`config.mk`:
```
export PLATFORM = sky130hd
export DESIGN_NAME = pc_sequencer
export DESIGN_NICKNAME = d
export VERILOG_FILES = /design/src/rtl/pc_pkg.sv /design/src/rtl/pc_stack.sv /design/src/rtl/pc_sequencer.sv
export SDC_FILE = /design/constraint.sdc
export NUM_CORES = 1
export LEC_CHECK = 0
export CAP_MARGIN = 25
export CORE_MARGIN = 5
export CORE_UTILIZATION = 35
export DETAILED_ROUTE_END_ITERATION = 16
export GPL_TIMING_DRIVEN = 0
export PLACE_DENSITY = 0.81
export SLEW_MARGIN = 5
export SYNTH_ARGS = -nofsm -noshare
export SYNTH_HDL_FRONTEND = slang
export SYNTH_SLANG_ARGS = --single-unit
```
`constraint.sdc`:
```
create_clock -name clk -period 1.4 [get_ports clk]
set_input_delay 0.14 -clock clk [delete_from_list [all_inputs] [get_ports clk]]
set_output_delay 0.14 -clock clk [all_outputs]
set_load 0.01 [all_outputs]
```
`src/rtl/pc_pkg.sv`:
```
// Shared types for the program-counter sequencer: PC width, address type
// and the next-PC source select.
package pc_pkg;

    localparam int PC_W = 8;

    typedef logic [PC_W-1:0] ADDR_T;

    typedef enum logic [2:0] {
        SEL_SEQ,
        SEL_BRANCH,
        SEL_CALL,
        SEL_RET,
        SEL_HOLD
    } sel_e;

    function automatic ADDR_T pc_inc(input ADDR_T a);
        return a + ADDR_T'(1);
    endfunction

endpackage

```
`src/rtl/pc_stack.sv`:
```
// Return-address LIFO. Occupancy count is the only state that is reset;
// entry storage is left uninitialised because count alone marks validity.
module pc_stack
    import pc_pkg::*;
#(
    parameter int DEPTH = 8,
    localparam int CNT_W = $clog2(DEPTH + 1)
) (
    input  logic             clk,
    input  logic             rst_n,
    input  logic             push,
    input  logic             pop,
    input  ADDR_T            push_data,
    output ADDR_T            top,
    output logic [CNT_W-1:0] count
);

    localparam int IDX_W = (DEPTH > 1) ? $clog2(DEPTH) : 1;

    ADDR_T            mem_q [DEPTH];
    logic [CNT_W-1:0] count_q, count_d;
    logic [IDX_W-1:0] wr_idx, rd_idx;
    logic             do_push, do_pop;

    // Push and pop are mutually exclusive; push wins if both are raised.
    always_comb begin
        do_push = push && (count_q != CNT_W'(DEPTH));
        do_pop  = !push && pop && (count_q != '0);
        wr_idx  = IDX_W'(count_q);
        rd_idx  = IDX_W'(count_q - CNT_W'(1));
        count_d = count_q;
        if (do_push) begin
            count_d = count_q + CNT_W'(1);
        end else if (do_pop) begin
            count_d = count_q - CNT_W'(1);
        end
    end

    always_ff @(posedge clk or negedge rst_n) begin
        if (!rst_n) begin
            count_q <= '0;
        end else begin
            count_q <= count_d;
        end
    end

    always_ff @(posedge clk) begin
        if (do_push) begin
            mem_q[wr_idx] <= push_data;
        end
    end

    assign top   = mem_q[rd_idx];
    assign count = count_q;

endmodule

```
`src/rtl/pc_sequencer.sv`:
```
// Program counter with branch, call/return and a squash (flush) pulse.
// The return stack is present only when PC_CALL_STACK_EN is defined.
module pc_sequencer
    import pc_pkg::*;
#(
    parameter ADDR_T RESET_PC    = 8'h00,
    parameter int    STACK_DEPTH = 8
) (
    input  logic  clk,
    input  logic  rst_n,
    input  logic  en,
    input  logic  branch_take,
    input  ADDR_T branch_target,
    input  logic  call,
    input  logic  ret,
    output ADDR_T pc,
    output logic  flush,
    output logic  stack_full,
    output logic  stack_empty,
    output logic  stack_err
);

    ADDR_T pc_q, pc_d, pc_next_seq, top;
    logic  flush_q, flush_d;
    logic  err_q, err_d, err_set;
    logic  full, empty;
    sel_e  sel;

    assign pc_next_seq = pc_inc(pc_q);

`ifdef PC_CALL_STACK_EN
    localparam int CNT_W = $clog2(STACK_DEPTH + 1);

    logic [CNT_W-1:0] count;
    logic             push, pop;

    // A call on a full stack still jumps; only the push is dropped.
    assign push = (sel == SEL_CALL) && !full;
    assign pop  = (sel == SEL_RET);

    pc_stack #(
        .DEPTH(STACK_DEPTH)
    ) u_stack (
        .clk      (clk),
        .rst_n    (rst_n),
        .push     (push),
        .pop      (pop),
        .push_data(pc_next_seq),
        .top      (top),
        .count    (count)
    );

    assign full  = (count == CNT_W'(STACK_DEPTH));
    assign empty = (count == '0);
`else
    logic unused_ok;

    assign unused_ok = ^{call, ret, 1'(STACK_DEPTH)};
    assign top       = '0;
    assign full      = 1'b0;
    assign empty     = 1'b1;
`endif

    // Priority: hold, illegal call&ret, ret, call, branch, sequential.
    always_comb begin
        sel     = SEL_SEQ;
        err_set = 1'b0;
        if (!en) begin
            sel = SEL_HOLD;
        end
`ifdef PC_CALL_STACK_EN
        else if (call && ret) begin
            err_set = 1'b1;
        end else if (ret) begin
            if (empty) begin
                err_set = 1'b1;
            end else begin
                sel = SEL_RET;
            end
        end else if (call) begin
            sel     = SEL_CALL;
            err_set = full;
        end
`endif
        else if (branch_take) begin
            sel = SEL_BRANCH;
        end
    end

    always_comb begin
        pc_d = pc_q;
        case (sel)
            SEL_SEQ:    pc_d = pc_next_seq;
            SEL_BRANCH: pc_d = branch_target;
            SEL_CALL:   pc_d = branch_target;
            SEL_RET:    pc_d = top;
            SEL_HOLD:   pc_d = pc_q;
            default:    pc_d = pc_q;
        endcase
        flush_d = (sel == SEL_BRANCH) || (sel == SEL_CALL) || (sel == SEL_RET);
        err_d   = err_q | err_set;
    end

    always_ff @(posedge clk or negedge rst_n) begin
        if (!rst_n) begin
            pc_q    <= RESET_PC;
            flush_q <= 1'b0;
            err_q   <= 1'b0;
        end else begin
            pc_q    <= pc_d;
            flush_q <= flush_d;
            err_q   <= err_d;
        end
    end

    assign pc          = pc_q;
    assign flush       = flush_q;
    assign stack_full  = full;
    assign stack_empty = empty;
    assign stack_err   = err_q;

endmodule

```
==> results by group, run 1 <==
Clock network
  • Clk buf depth: 2
  • Clk slew on worst S/H paths: 0.06 ns
  • Num CTS Buffers: 3
  • Root Driver: clkbuf_4
  • Skew-Pair Late Insertion Delay: 0.27 ns
  • # hold bufs at CTS: 0
  • CTS tree: done
  • CTS sink count: 9
  • H-tree levels: 1

Setup path
  • WP data arrival: 1.23 ns
  • Kind of critical path: reg -> out
  • CP Data Required Time: 1.26 ns
  • Slowest Stage Delay on Critical Path: 0.56 ns
  • Critical path depth: 1
  • Worst setup EP type: output pin
  • CP Buf/Inv Count: 1
  • Crit-path cells: clkdlybuf4s50_1
  • Setup crit start kind: flop
  • Path depth of the worst reg2reg path: 4
  • Critical path's slowest cell: clkdlybuf4s50_1
  • Largest delay share family, worst path: buffers and inverters
  • Worst-path maximum fanout: 5

Pwr
  • P_int: 0.589 mW
  • Sw Pwr: 0.274 mW
  • Maximum VDD drop: 0.501 mV
  • Pleak: 0.379 nW
  • Reg power frac: 0.410
  • Clock power share: 0.241
  • Switching part of the total: 0.317
  • Tot Pwr: 0.862 mW
  • Comb power frac: 0.349
  • PwrDens: 1030 mW/mm2

Cells and area
  • Area grow syn2layout: 48.5%
  • Most common cell after layout, fill and taps aside: clkdlybuf4s50_1
  • Fraction of layout cells with a size suffix above 1: 0.233
  • Commonest cells after routing, fill and taps aside: clkdlybuf4s50_1 (14), a21oi_1 (7), nor2_1 (6), buf_4 (6), dfrtp_1 (6)
  • Fillers: 152
  • N_diodes: 0
  • Total Nets Final: 106
  • Final Cell Area: 840 um2
  • Layout Cells excl Fill: 106

Global routing
  • Vias in the first global route: 498
  • Largest net degree at the start of global routing: 11
  • First-pass GRT wire length: 2130 um
  • Gr usage total: 0.112
  • Initial antenna violation count: 0
  • GR Overflow Total: 0

Yosys
  • Post-synth EDFFs: 0
  • Sequential share of the synthesized area: 0.398
  • Syn Inst Count: 63
  • Synth warn: 0
  • Post-synth top area cell: dfrtp_1
  • Syn avg cell area: 8.98 um2
  • Top_reg_cell synth: dfrtp_1
  • Unique masters post-synth: 27
  • Cell Area, Synth: 566 um2
  • Ys async rst share: 1.00
  • #FFs+latches synth: 9
  • Top cell type's share of synthesized area: 0.398
  • Main area contributors after synthesis: dfrtp_1 (40%), a21oi_1 (6.2%), buf_4 (4.0%)

Die
  • # IOs: 26
  • Die area: 0.00252 mm2
  • Rows: 14
  • Die width: 50.2 um
  • Core ar.: 0.00152 mm2
  • Initial Util: 0.371
  • Die Y: 50.2 um

Drt
  • Drt first-iter violations: 13
  • Initial DRT Pass Iterations: 4
  • Total wire length: 1380 um
  • Vias: 577
  • WL/cell: 13.0 um
  • Antenna-violating nets left: 0
  • # DRC: 0
  • Drt via density: 5.44

Outcome
  • Outcome: finished clean

Place
  • Placer's final routability congestion estimate: 0.776
  • Post-Place Worst Slack: -0.100 ns
  • Placement Cell Area: 779 um2
  • Port-buffer cells: 19
  • Placed insts: 99

Run
  • Max-Cap Viols: 0

STA
  • Clock period minus worst slack: 1.37 ns
  • Fin. Hold Viols: 0
  • Hold slack final: 0.173 ns
  • Worst Skew: 0.00478 ns
  • RSZ-0062 raised after global routing: no
  • Final setup fails: 0
  • F_max: 0.732 GHz
  • Final worst-path cycle share: 0.976
  • Slew Viols, Final: 0
  • PnR worst setup slack: 0.0330 ns

Hold path
  • Worst hold path class: in -> reg
  • Worst hold path depth: 2
cell families after synthesis:
family,after synthesis,share of synthesized area
flops,9,0.398
mux,2,0.0354
compound gates,19,0.215
fa+ha+maj,1,0.0221
buf+inv,7,0.0818
other cells,2,0.0133
simple gates,23,0.235
through the flow:
step | utilization | TNS [ns]
after floorplan | - | 0
after global placement | 0.511 | -0.0721
after detailed placement | 0.511 | -0.277
after CTS | 0.534 | 0
after global routing | 0.551 | 0
final | 0.551 | 0
path summary, 6_finish.rpt:
kind | startpoint | endpoint | slack [ns]
max | pc[6]$_DFFE_PN0P_ | pc[6] | 0.03
min in group asynchronous | rst_n | flush$_DFF_PN0_ | 0.18
max reg2reg | pc[0]$_DFFE_PN0P_ | pc[6]$_DFFE_PN0P_ | 0.08
min reg2reg | pc[5]$_DFFE_PN0P_ | pc[5]$_DFFE_PN0P_ | 0.57
max in group asynchronous | rst_n | pc[0]$_DFFE_PN0P_ | 0.89
min | branch_take | flush$_DFF_PN0_ | 0.17
layer usage:
layer / track usage / share of wire
met1: 0.127 / 0.40
met2: 0.165 / 0.47
met3: 0.0680 / 0.11
met4: 0.0568 / 0.011
met5: 0 / 0
synthesized netlist by cell type (2+ instances only):
cell type / instances
nand2_1: 2
nor2_1: 6
mux2i_1: 2
conb_1: 2
o21ai_0: 4
nand3_1: 4
dfrtp_1: 9
a21oi_1: 7
o31ai_1: 2
a22o_1: 2
or4_1: 2
buf_4: 3
nor2b_1: 3
nand2b_1: 2
power by group through the flow:
stage	clock network (mW)	logic [mW]	registers, mW
after global placement	0	0.273	0.360
after detailed placement	0	0.281	0.363
after global routing	0.237	0.329	0.360
final	0.208	0.301	0.353
after CTS	0.218	0.287	0.356
after floorplan	0	0.122	0.372
registers in the layout (all words and copies together), names as in the netlist:
| signal | count |
|---|---|
| pc | 8 |
| flush | 1 |
area by class of cell:
cell class / instances / area (um2) / area share
multi-input cells: 48 / 300 / 0.358
flip-flops and latches: 9 / 229 / 0.273
repair buffers: 22 / 218 / 0.259
plain buffers: 6 / 42.5 / 0.0507
clock buffers: 4 / 26.3 / 0.0313
well taps: 16 / 20.0 / 0.0238
inverters: 1 / 3.75 / 0.00447
what timing repair did:
| item | in CTS | in global routing |
|---|---|---|
| gates resized for setup | 4 | 5 |
| buffers inserted | 1 | 2 |
| setup endpoints to repair | 5 | 5 |
Power figures use the tool's default switching activity.
==> run 2, diff against run 1 <==
--- a/config.mk
+++ b/config.mk
@@ -5,9 +5,9 @@
 export SDC_FILE = /design/constraint.sdc
 export NUM_CORES = 1
 export LEC_CHECK = 0
-export CAP_MARGIN = 25
 export CORE_MARGIN = 5
 export CORE_UTILIZATION = 35
+export CTS_CLUSTER_DIAMETER = 120
 export DETAILED_ROUTE_END_ITERATION = 16
 export GPL_TIMING_DRIVEN = 0
 export PLACE_DENSITY = 0.81
==> results of run 2 <==
The final DEF is identical to that of run 1; final timing and power are the same.
==> run 3, diff against run 2 <==
--- a/config.mk
+++ b/config.mk
@@ -10,7 +10,7 @@
 export CTS_CLUSTER_DIAMETER = 120
 export DETAILED_ROUTE_END_ITERATION = 16
 export GPL_TIMING_DRIVEN = 0
-export PLACE_DENSITY = 0.81
+export PLACE_DENSITY = 0.83
 export SLEW_MARGIN = 5
 export SYNTH_ARGS = -nofsm -noshare
 export SYNTH_HDL_FRONTEND = slang
==> constraint.sdc (replaced) <==
create_clock -name clk -period 1.2 [get_ports clk]
set_input_delay 0.12 -clock clk [delete_from_list [all_inputs] [get_ports clk]]
set_output_delay 0.12 -clock clk [all_outputs]
set_load 0.01 [all_outputs]
==> run 3 against run 2 <==
The flow now finishes with violations (setup timing); sequential share of layout area fell by 1.4 points; clock power increased by 19%; setup slack lost 0.059 ns; via count increased by 2.1%; sequential power up 18%; global-route usage increased by 1.9 points; largest cell class unchanged; first-iteration DRC count fell by 7.7%; non-clock buffer count grew 4; count of clock-buffer cells in the layout is the same.
==> results by group, run 3 (synthesized netlist as in run 1, its figures left out) <==
Outcome
  • Outcome: complete, but fails checks
  • Failing checks: setup timing

STA
  • PnR worst setup slack: -0.0263 ns (-0.0592 ns)
  • F_max: 0.815 GHz
  • Slew Viols, Final: 0 (unchanged)
  • Hold slack final: 0.156 ns (-0.0168 ns)
  • Clock period minus worst slack: 1.23 ns
  • Fin. Hold Viols: 0 (unchanged)
  • RSZ-0062 raised after global routing: yes
  • Final setup fails: 2 (+2)
  • Final worst-path cycle share: 1.02
  • Setup TNS: -0.0513 ns (-0.0513 ns)
  • Worst Skew: 0.000561 ns (-0.00422 ns)

Drt
  • Antenna-violating nets left: 0 (unchanged)
  • Drt via density: 5.35 (-1.6%)
  • Total wire length: 1490 um (+8.1%)
  • WL/cell: 13.5 um (+4.2%)
  • Drt first-iter violations: 12 (-1)
  • # DRC: 0 (unchanged)
  • Initial DRT Pass Iterations: 4 (unchanged)
  • Vias: 589 (+2.1%)

Die
  • Die area: 0.00252 mm2 (unchanged)
  • Die Y: 50.2 um (unchanged)
  • Die width: 50.2 um (unchanged)
  • Core ar.: 0.00152 mm2 (unchanged)
  • Initial Util: 0.371 (unchanged)
  • # IOs: 26 (unchanged)
  • Rows: 14 (unchanged)

Cells and area
  • N_diodes: 0 (unchanged)
  • Final Cell Area: 888 um2 (+5.8%)
  • Commonest cells after routing, fill and taps aside: clkdlybuf4s50_1 (10), a21oi_1 (7), buf_4 (7), dlygate4sd2_1 (7), nor2_1 (6)
  • Most common cell after layout, fill and taps aside: clkdlybuf4s50_1
  • Area grow syn2layout: 57.1%
  • Largest register FFs: 8 (unchanged)
  • Fraction of layout cells with a size suffix above 1: 0.309 (+0.0752)
  • Total Nets Final: 110 (+3.8%)

Pwr
  • Reg power frac: 0.389 (-0.021)
  • Switching part of the total: 0.331 (+0.0137)
  • P_int: 0.713 mW (+21%)
  • Sw Pwr: 0.353 mW (+29%)
  • PwrDens: 1200 mW/mm2 (+17%)
  • Comb power frac: 0.378 (+0.029)
  • Clock power share: 0.233 (-0.008)
  • Maximum VDD drop: 0.688 mV (+37%)
  • Pleak: 0.390 nW (+2.9%)
  • Tot Pwr: 1.07 mW (+24%)

Global routing
  • First-pass GRT wire length: 2540 um (+19%)
  • GR Overflow Total: 0 (unchanged)
  • Gr usage total: 0.131 (+0.0188)
  • Initial antenna violation count: 0 (unchanged)
  • GRT Max-Usage Layer: met2
  • Met2 Use GR: 0.213 (+0.0481)
  • Grt met3 use: 0.0444 (-0.0237)
  • Largest net degree at the start of global routing: 11 (unchanged)
  • Vias in the first global route: 586 (+18%)
  • GRT met1 Usage: 0.154 (+0.0270)

Setup path
  • Crit-path cells: buf_6 -> nand4_4 -> or4_1 -> nand3_1
  • Worst setup path startpoint: pc[1]$_DFFE_PN0P_
  • Kind of critical path: reg -> reg
  • R2R Path End: pc[7]$_DFFE_PN0P_
  • FF-to-FF setup slack: -0.03 ns (-0.11 ns)
  • Path depth of the worst reg2reg path: 4 (unchanged)
  • WP data arrival: 1.43 ns (+0.20 ns)
  • Worst-path maximum fanout: 5 (unchanged)
  • Setup crit start kind: flop
  • Worst setup EP type: flop
  • CP Data Required Time: 1.40 ns (+0.14 ns)
  • RR Startpoint: pc[1]$_DFFE_PN0P_
  • Critical path's slowest cell: dfrtp_2
  • Crit path capture: pc[7]$_DFFE_PN0P_
  • Slowest Stage Delay on Critical Path: 0.42 ns (-0.14 ns)

Clock network
  • CTS tree: done
  • CTS sink count: 9 (unchanged)
  • Skew-Pair Late Insertion Delay: 0.26 ns (about the same)
  • H-tree levels: 1 (unchanged)
  • Clk buf depth: 2 (unchanged)
  • # hold bufs at CTS: 0 (unchanged)
  • Clk slew on worst S/H paths: 0.07 ns (about the same)
  • Root Driver: clkbuf_4
  • Num CTS Buffers: 3 (unchanged)

Place
  • Post-Place Worst Slack: -0.297 ns (-0.197 ns)
  • Placer's final routability congestion estimate: 0.772 (-0.52%)
  • Post-detail-place hpwl: 1060 um
  • Port-buffer cells: 19 (unchanged)
  • Placement Cell Area: 806 um2 (+3.4%)

Hold path
  • Worst hold path class: in -> async

Run
  • Max-Cap Viols: 0 (unchanged)
==> run 3: cell types whose count changed in the layout (fill, tap and decap cells not counted), sizes merged <==
cell	before	now
clkdlybuf4s50	14	10
buf	8	12
dlymetal6s2s	3	0
clkbuf	5	6
dlygate4sd2	2	7
clkdlybuf4s15	0	1
==> run 3: power groups by stage <==
stage | Combinational [mW] | Sequential (mW) | Clock [mW]
detailed placement | 0.339 | 0.442 | 0
global route | 0.445 | 0.424 | 0.278
finish | 0.403 | 0.415 | 0.248
CTS | 0.403 | 0.414 | 0.245
global placement | 0.327 | 0.438 | 0
floorplan | 0.150 | 0.452 | 0
==> run 3: per-stage QoR <==
step | utilization | instances
2_1_floorplan | - | 64
3_3_place_gp | 0.529 | 99
3_5_place_dp | 0.529 | 99
4_1_cts | 0.582 | 110
5_1_grt | 0.583 | 110
6_report | 0.583 | 110
==> run 3: area by class of cell <==
| cell class | count | area (um2) |
|---|---|---|
| Multi-Input combinational cell | 48 | 324 |
| Clock buffer | 4 | 26.3 |
| Timing Repair Buffer | 26 | 240 |
| Sequential cell | 9 | 230 |
| Buffer | 6 | 43.8 |
| Inverter | 1 | 3.75 |
| Tap cell | 16 | 20.0 |
| Fill cell | 148 | 636 |
==> run 3: worst min path at each step <==
stage / from / to / slack [ns] / depth (start not counted)
global placement: branch_take / flush$_DFF_PN0_ / 0.43 / 2
floorplan: rst_n / flush$_DFF_PN0_ / -0.18 / 0
CTS: branch_take / flush$_DFF_PN0_ / 0.16 / 2
finish: rst_n / flush$_DFF_PN0_ / 0.16 / 1
global route: branch_take / flush$_DFF_PN0_ / 0.16 / 2
detailed placement: branch_take / flush$_DFF_PN0_ / 0.43 / 2
==> run 3: layer usage <==
layer | vias up | routed length, um
met3 | 5 | 119
met2 | 27 | 759
met4 | 0 | 22
met5 | - | 0
li1 | 282 | -
met1 | 275 | 589
==> run 3: worst max-delay path, delay by kind of cell, from the launching register on <==
kind,cells,cell delay [ns]
AND/OR/NAND/NOR,3,0.63
buffers and inverters,1,0.12
flip-flops,1,0.42
==> run 3: repair_timing <==
action	CTS	global route
buffers inserted	7	0
endpoints found under the hold margin	0	0
pin swaps	1	1
setup endpoints to repair	12	7
resized for setup	13	6
